File: src/rtl/word_assembler.sv
// word_assembler: collects NCHUNKS consecutive IN_W-bit chunks into one
// IN_W*NCHUNKS-bit word and offers it with a valid/ready handshake.
// DATA_OUT is a shadow register that only changes when a word completes.
//
// Ports:
//   CLK        clock, rising edge active
//   RESET      asynchronous active-low reset
//   valid      DATA_IN carries a chunk to capture this cycle
//   DATA_IN    input chunk (IN_W bits)
//   abort      synchronous discard of the partial word / pending output
//   op_ready   consumer accepts DATA_OUT this cycle
//   en         one-hot slot strobe for the capture at the next edge (comb)
//   op_valid   DATA_OUT holds a completed, unconsumed word
//   DATA_OUT   last completed word
//   chunk_cnt  chunks captured into the current partial word
//   busy       partial word in progress
module word_assembler #(
  parameter int unsigned IN_W      = 4,
  parameter int unsigned NCHUNKS   = 2,
  parameter int unsigned MSB_FIRST = 1
) (
  input  logic                                  CLK,
  input  logic                                  RESET,
  input  logic                                  valid,
  input  logic [IN_W-1:0]                       DATA_IN,
  input  logic                                  abort,
  input  logic                                  op_ready,
  output logic [NCHUNKS-1:0]                    en,
  output logic                                  op_valid,
  output logic [IN_W*NCHUNKS-1:0]               DATA_OUT,
  output logic [$clog2(NCHUNKS+1)-1:0]          chunk_cnt,
  output logic                                  busy
);

  localparam int unsigned W  = IN_W * NCHUNKS;
  localparam int unsigned CW = $clog2(NCHUNKS + 1);

  typedef enum logic [1:0] {
    IDLE = 2'd0,
    LOAD = 2'd1,
    DONE = 2'd2
  } state_e;

  state_e          state_q, state_d;
  logic [CW-1:0]   cnt_q, cnt_d;
  logic [W-1:0]    asm_q, asm_d;
  logic [W-1:0]    dout_q, dout_d;
  logic            opv_q, opv_d;
  logic            capture;
  logic [CW-1:0]   idx;
  logic [NCHUNKS-1:0] en_c;

  // State register
  always_ff @(posedge CLK or negedge RESET) begin
    if (!RESET) begin
      state_q <= IDLE;
      cnt_q   <= '0;
      asm_q   <= '0;
      dout_q  <= '0;
      opv_q   <= 1'b0;
    end else begin
      state_q <= state_d;
      cnt_q   <= cnt_d;
      asm_q   <= asm_d;
      dout_q  <= dout_d;
      opv_q   <= opv_d;
    end
  end

  // Next-state, capture decision and slot strobe
  always_comb begin
    state_d = state_q;
    cnt_d   = cnt_q;
    asm_d   = asm_q;
    dout_d  = dout_q;
    opv_d   = opv_q;
    capture = 1'b0;
    idx     = '0;
    en_c    = '0;

    if (abort) begin
      state_d = IDLE;
      cnt_d   = '0;
      opv_d   = 1'b0;
    end else begin
      case (state_q)
        IDLE: capture = valid;
        LOAD: begin
          capture = valid;
          idx     = cnt_q;
        end
        DONE: begin
          // Held word blocks new captures until the consumer takes it
          if (op_ready) begin
            opv_d   = 1'b0;
            capture = valid;
            if (!valid) state_d = IDLE;
          end
        end
        default: state_d = IDLE;
      endcase
    end

    if (capture) begin
      for (int unsigned s = 0; s < NCHUNKS; s++) begin
        if (CW'((MSB_FIRST != 0) ? (NCHUNKS - 1 - s) : s) == idx) begin
          asm_d[s*IN_W +: IN_W] = DATA_IN;
          en_c[s]               = 1'b1;
        end
      end
      if (idx == CW'(NCHUNKS - 1)) begin
        // asm_d already includes the chunk merged this cycle
        dout_d  = asm_d;
        opv_d   = 1'b1;
        cnt_d   = '0;
        state_d = DONE;
      end else begin
        cnt_d   = idx + CW'(1);
        state_d = LOAD;
      end
    end

    if (!RESET) en_c = '0;
  end

  assign en        = en_c;
  assign op_valid  = opv_q;
  assign DATA_OUT  = dout_q;
  assign chunk_cnt = cnt_q;
  assign busy      = (state_q == LOAD);

endmodule

File: config.mk
export PLATFORM = sky130hd
export DESIGN_NAME = word_assembler
export DESIGN_NICKNAME = d
export VERILOG_FILES = /design/src/rtl/word_assembler.sv
export SDC_FILE = /design/constraint.sdc
export NUM_CORES = 1
export LEC_CHECK = 0
export BUFFER_PORTS_ARGS = -buffer_cell sky130_fd_sc_hd__buf_2
export CAP_MARGIN = 20
export CORE_AREA = 2 2 45 67
export CTS_CLUSTER_DIAMETER = 80
export DETAILED_ROUTE_END_ITERATION = 16
export DIE_AREA = 0 0 47 69
export PLACE_DENSITY = 0.5
export SETUP_SLACK_MARGIN = 0.15
export SYNTH_ARGS = -nofsm -noshare
export SYNTH_HDL_FRONTEND = slang
export SYNTH_SLANG_ARGS = --single-unit
File: constraint.sdc
create_clock -name CLK -period 1.7 [get_ports CLK]
set_clock_uncertainty 0.1 [all_clocks]
set_input_delay 0.17 -clock CLK [delete_from_list [all_inputs] [get_ports CLK]]
set_output_delay 0.17 -clock CLK [all_outputs]
set_load 0.01 [all_outputs]
==> flow_summary.yaml <==
outcome:
  status: "completed"
floorplan:
  die_w_um: 47
  core_area_um2: 2650
  initial_core_util: 0.319
  die-area_um2: 3240
  num_rows: 23
  io_pins: 23
  die_y_um: 69
clocking:
  h-tree-depth: 1
  clk_latency_ns: 0.25
  clk_path_buf_depth: 2
  clk_pin_slew_ns: 0.06
  cts_root_buf: "clkbuf_8"
  numCtsBuffers: 3
  cts.sinks: 17
  cts_tree: "yes"
yosys:
  synth_xor_area_frac: 0
  synth-edff-count: 0
  ys_seq_elements: 17
  synth_area_leaders: "dfrtp_1 (50%), mux2_1 (5.3%), mux2_2 (5.3%)"
  ys_async_sr_fraction: 1.00
  synth.net_count: 78
  synth-main-ff-cell: "dfrtp_1"
  yosys-mux-area-fraction: 0.107
  yosysSeqAreaShare: 0.504
  synth_top_family_by_area: "simple AND/OR/NAND/NOR gates"
  synth_fa_ha_area_frac: 0
  syn_avg_cell_area_um2: 12.2
  yosys.area_share.simple: 0.190
  yosys.area.top_type_share: 0.504
  ys.warnings.count: 0
  synth_compound_area_frac: 0.157
  yosysUniqueCellTypes: 27
  syn-cell-area_um2: 843
  synth_cells: 69
  synth_area_leader_cell: "dfrtp_1"
global_routing:
  antenna_found_initial: 0
  grtUsageTotal: 0.129
  gr-total-overflow: 0
  grt_max_degree: 11
  grt_pass1_wl_um: 3080
  grt_pass1_vias: 674
critical_path:
  path_class: "reg2out"
  r2r_cells: 5
  startpoint_type: "flip-flop"
  crit_path_end_kind: "output pin"
  path_max_fanout: 3
  cp_data_arrival_time_ns: 1.35
  worstPathCellList: "buf_6, nand2b_4, a21oi_4, and4_4, buf_6"
  path_common_cell: "buf_6"
  crit_required_ns: 1.43
  cpPeakStageDelay_ns: 0.39
  crit_slowest_cell: "dfrtp_1"
placement:
  io_buffers: 22
  hpwl_um: 1400
  post_dp_cell_area_um2: 1030
  gp_congestion: 0.786
finish:
  fin_nets: 116
  antennaDiodeCount: 0
  drive_gt1_frac: 0.557
  design_area_um2: 1170
  syn2layout_area_growth_pct: 39.0
  final_core_util: 0.443
drt:
  drc: 0
  final_antenna_net_count: 0
  routed-via-count: 661
  viasPerCell: 4.62
  wire_per_inst_um: 13.1
  drt_pass1_iterations: 4
  drt_wl_total_um: 1870
  drtIter0Drc: 18
sta:
  maxSlewHeadroom: 0.738
  drv_slew: 0
  fin_crit_sh: 0.954
  fin_crit_ns: 1.62
  worst_slew_pin_slew_ns: 0.392
  rsz0062_at_grt: "true"
  final-hold-violation-count: 0
  fin_tns_setup_ns: 0
  setup_violations: 0
  clock.fmax_ghz: 0.617
pwr:
  irDropWorstVdd_mv: 0.547
  power_density_nw_per_um2: 853
  leakagePower_nw: 0.590
worst_hold_path:
  hp-class: "in2reg"
  hold_depth: 2
run:
  max_cap_violations: 0
[routing by layer]
layer | part of all wire | vias to the layer above | wire (um) | GRT usage
met5 | 0 | - | 0 | 0
met4 | 0.0080 | 0 | 15 | 0.0463
met3 | 0.040 | 2 | 74 | 0.0314
met2 | 0.53 | 16 | 999 | 0.219
met1 | 0.42 | 325 | 780 | 0.149
li1 | - | 318 | - | -
[worst max-delay path: cells and delay by family, from the launching register on]
kind / cells / cell delay (ns)
AND/OR/NAND/NOR: 2 / 0.36
flip-flops: 1 / 0.39
buffers and inverters: 2 / 0.22
AO/OA/AOI/OAI: 1 / 0.13
[layout make-up]
type / instances / area (um2)
inverter: 2 / 7.51
timing repair buffer: 36 / 240
fill: 283 / 1480
clock buffer: 4 / 45.0
tap: 37 / 46.3
multi-input combinational: 47 / 408
sequential: 17 / 425
[per-stage QoR]
stage | worst slack, ns | power (mW) | hold slack, ns | cells
global placement | 0.128 | 0.671 | -0.0652 | 131
finish | 0.0786 | 1.00 | 0.0557 | 143
global route | 0.0243 | 1.05 | 0.0667 | 143
CTS | 0.0716 | 1.00 | 0.0524 | 141
floorplan | 0.214 | 0.596 | -0.226 | 69
detailed placement | 0.105 | 0.678 | -0.0603 | 131
[flip-flops by register name, summed over array words and instances, names as in the netlist]
name	cells
DATA_OUT	8
asm_q	4
state_q	2
op_valid	1
chunk_cnt	2
[synth_stat cells (2+ instances only)]
master,instances
mux2_2,4
a221oi_1,2
nand3b_1,2
dfrtp_1,17
nand2_1,9
buf_6,2
nand2b_1,2
inv_1,2
nor2_1,3
o21ai_2,5
o21ai_0,2
mux2_1,4
[logic make-up after synthesis]
family	count (synthesis)
flip-flops	17
buffers and inverters	5
AND/OR/NAND/NOR	24
AO/OA/AOI/OAI	15
multiplexers	8
[worst paths after layout]
| check | startpoint | end | slack (ns) |
|---|---|---|---|
| setup / recovery | state_q[0] | en[0] | 0.08 |
| hold / removal | DATA_IN[1] | asm_q[5] | 0.06 |
| setup reg to reg | state_q[0] | asm_q[5] | 0.17 |
| hold reg to reg | DATA_OUT[6] | DATA_OUT[6] | 0.38 |
| max in group asynchronous | RESET | asm_q[6] | 0.72 |
| min in group asynchronous | RESET | state_q[1] | 0.30 |
[cells in the final DEF, fill, tap and decap left out, drive strengths merged]
| master | n |
|---|---|
| nand2b | 3 |
| a21o | 1 |
| nor2b | 1 |
| nand2 | 9 |
| nor2 | 3 |
| nand3b | 2 |
| buf | 35 |
| and4 | 1 |
| a21oi | 2 |
| and2b | 1 |
| nand3 | 1 |
| clkbuf | 4 |
| and3 | 1 |
| nor3b | 1 |
| o41ai | 1 |
| o21ai | 8 |
| inv | 2 |
| o22ai | 1 |
| nand4b | 1 |
| dfrtp | 17 |
| dlygate4sd3 | 1 |
| mux2 | 8 |
| a221oi | 2 |
[where the power goes]
| group | internal [mW] | leakage, nW | switching (mW) |
|---|---|---|---|
| registers | 0.456 | 0.220 | 0.0256 |
| clock network | 0.166 | 0.0228 | 0.130 |
| logic | 0.120 | 0.347 | 0.102 |
[repair_timing]
item / CTS / global route
resized for setup: 5 / 3
hold buffers: 1 / 0
buffers inserted: 5 / 2
pin swaps: 1 / 1
endpoints found under the setup margin: 6 / 14
cloned: 0 / 0
hold endpoints to repair: 17 / 0
Note: power is estimated with default switching activity, not from simulation.
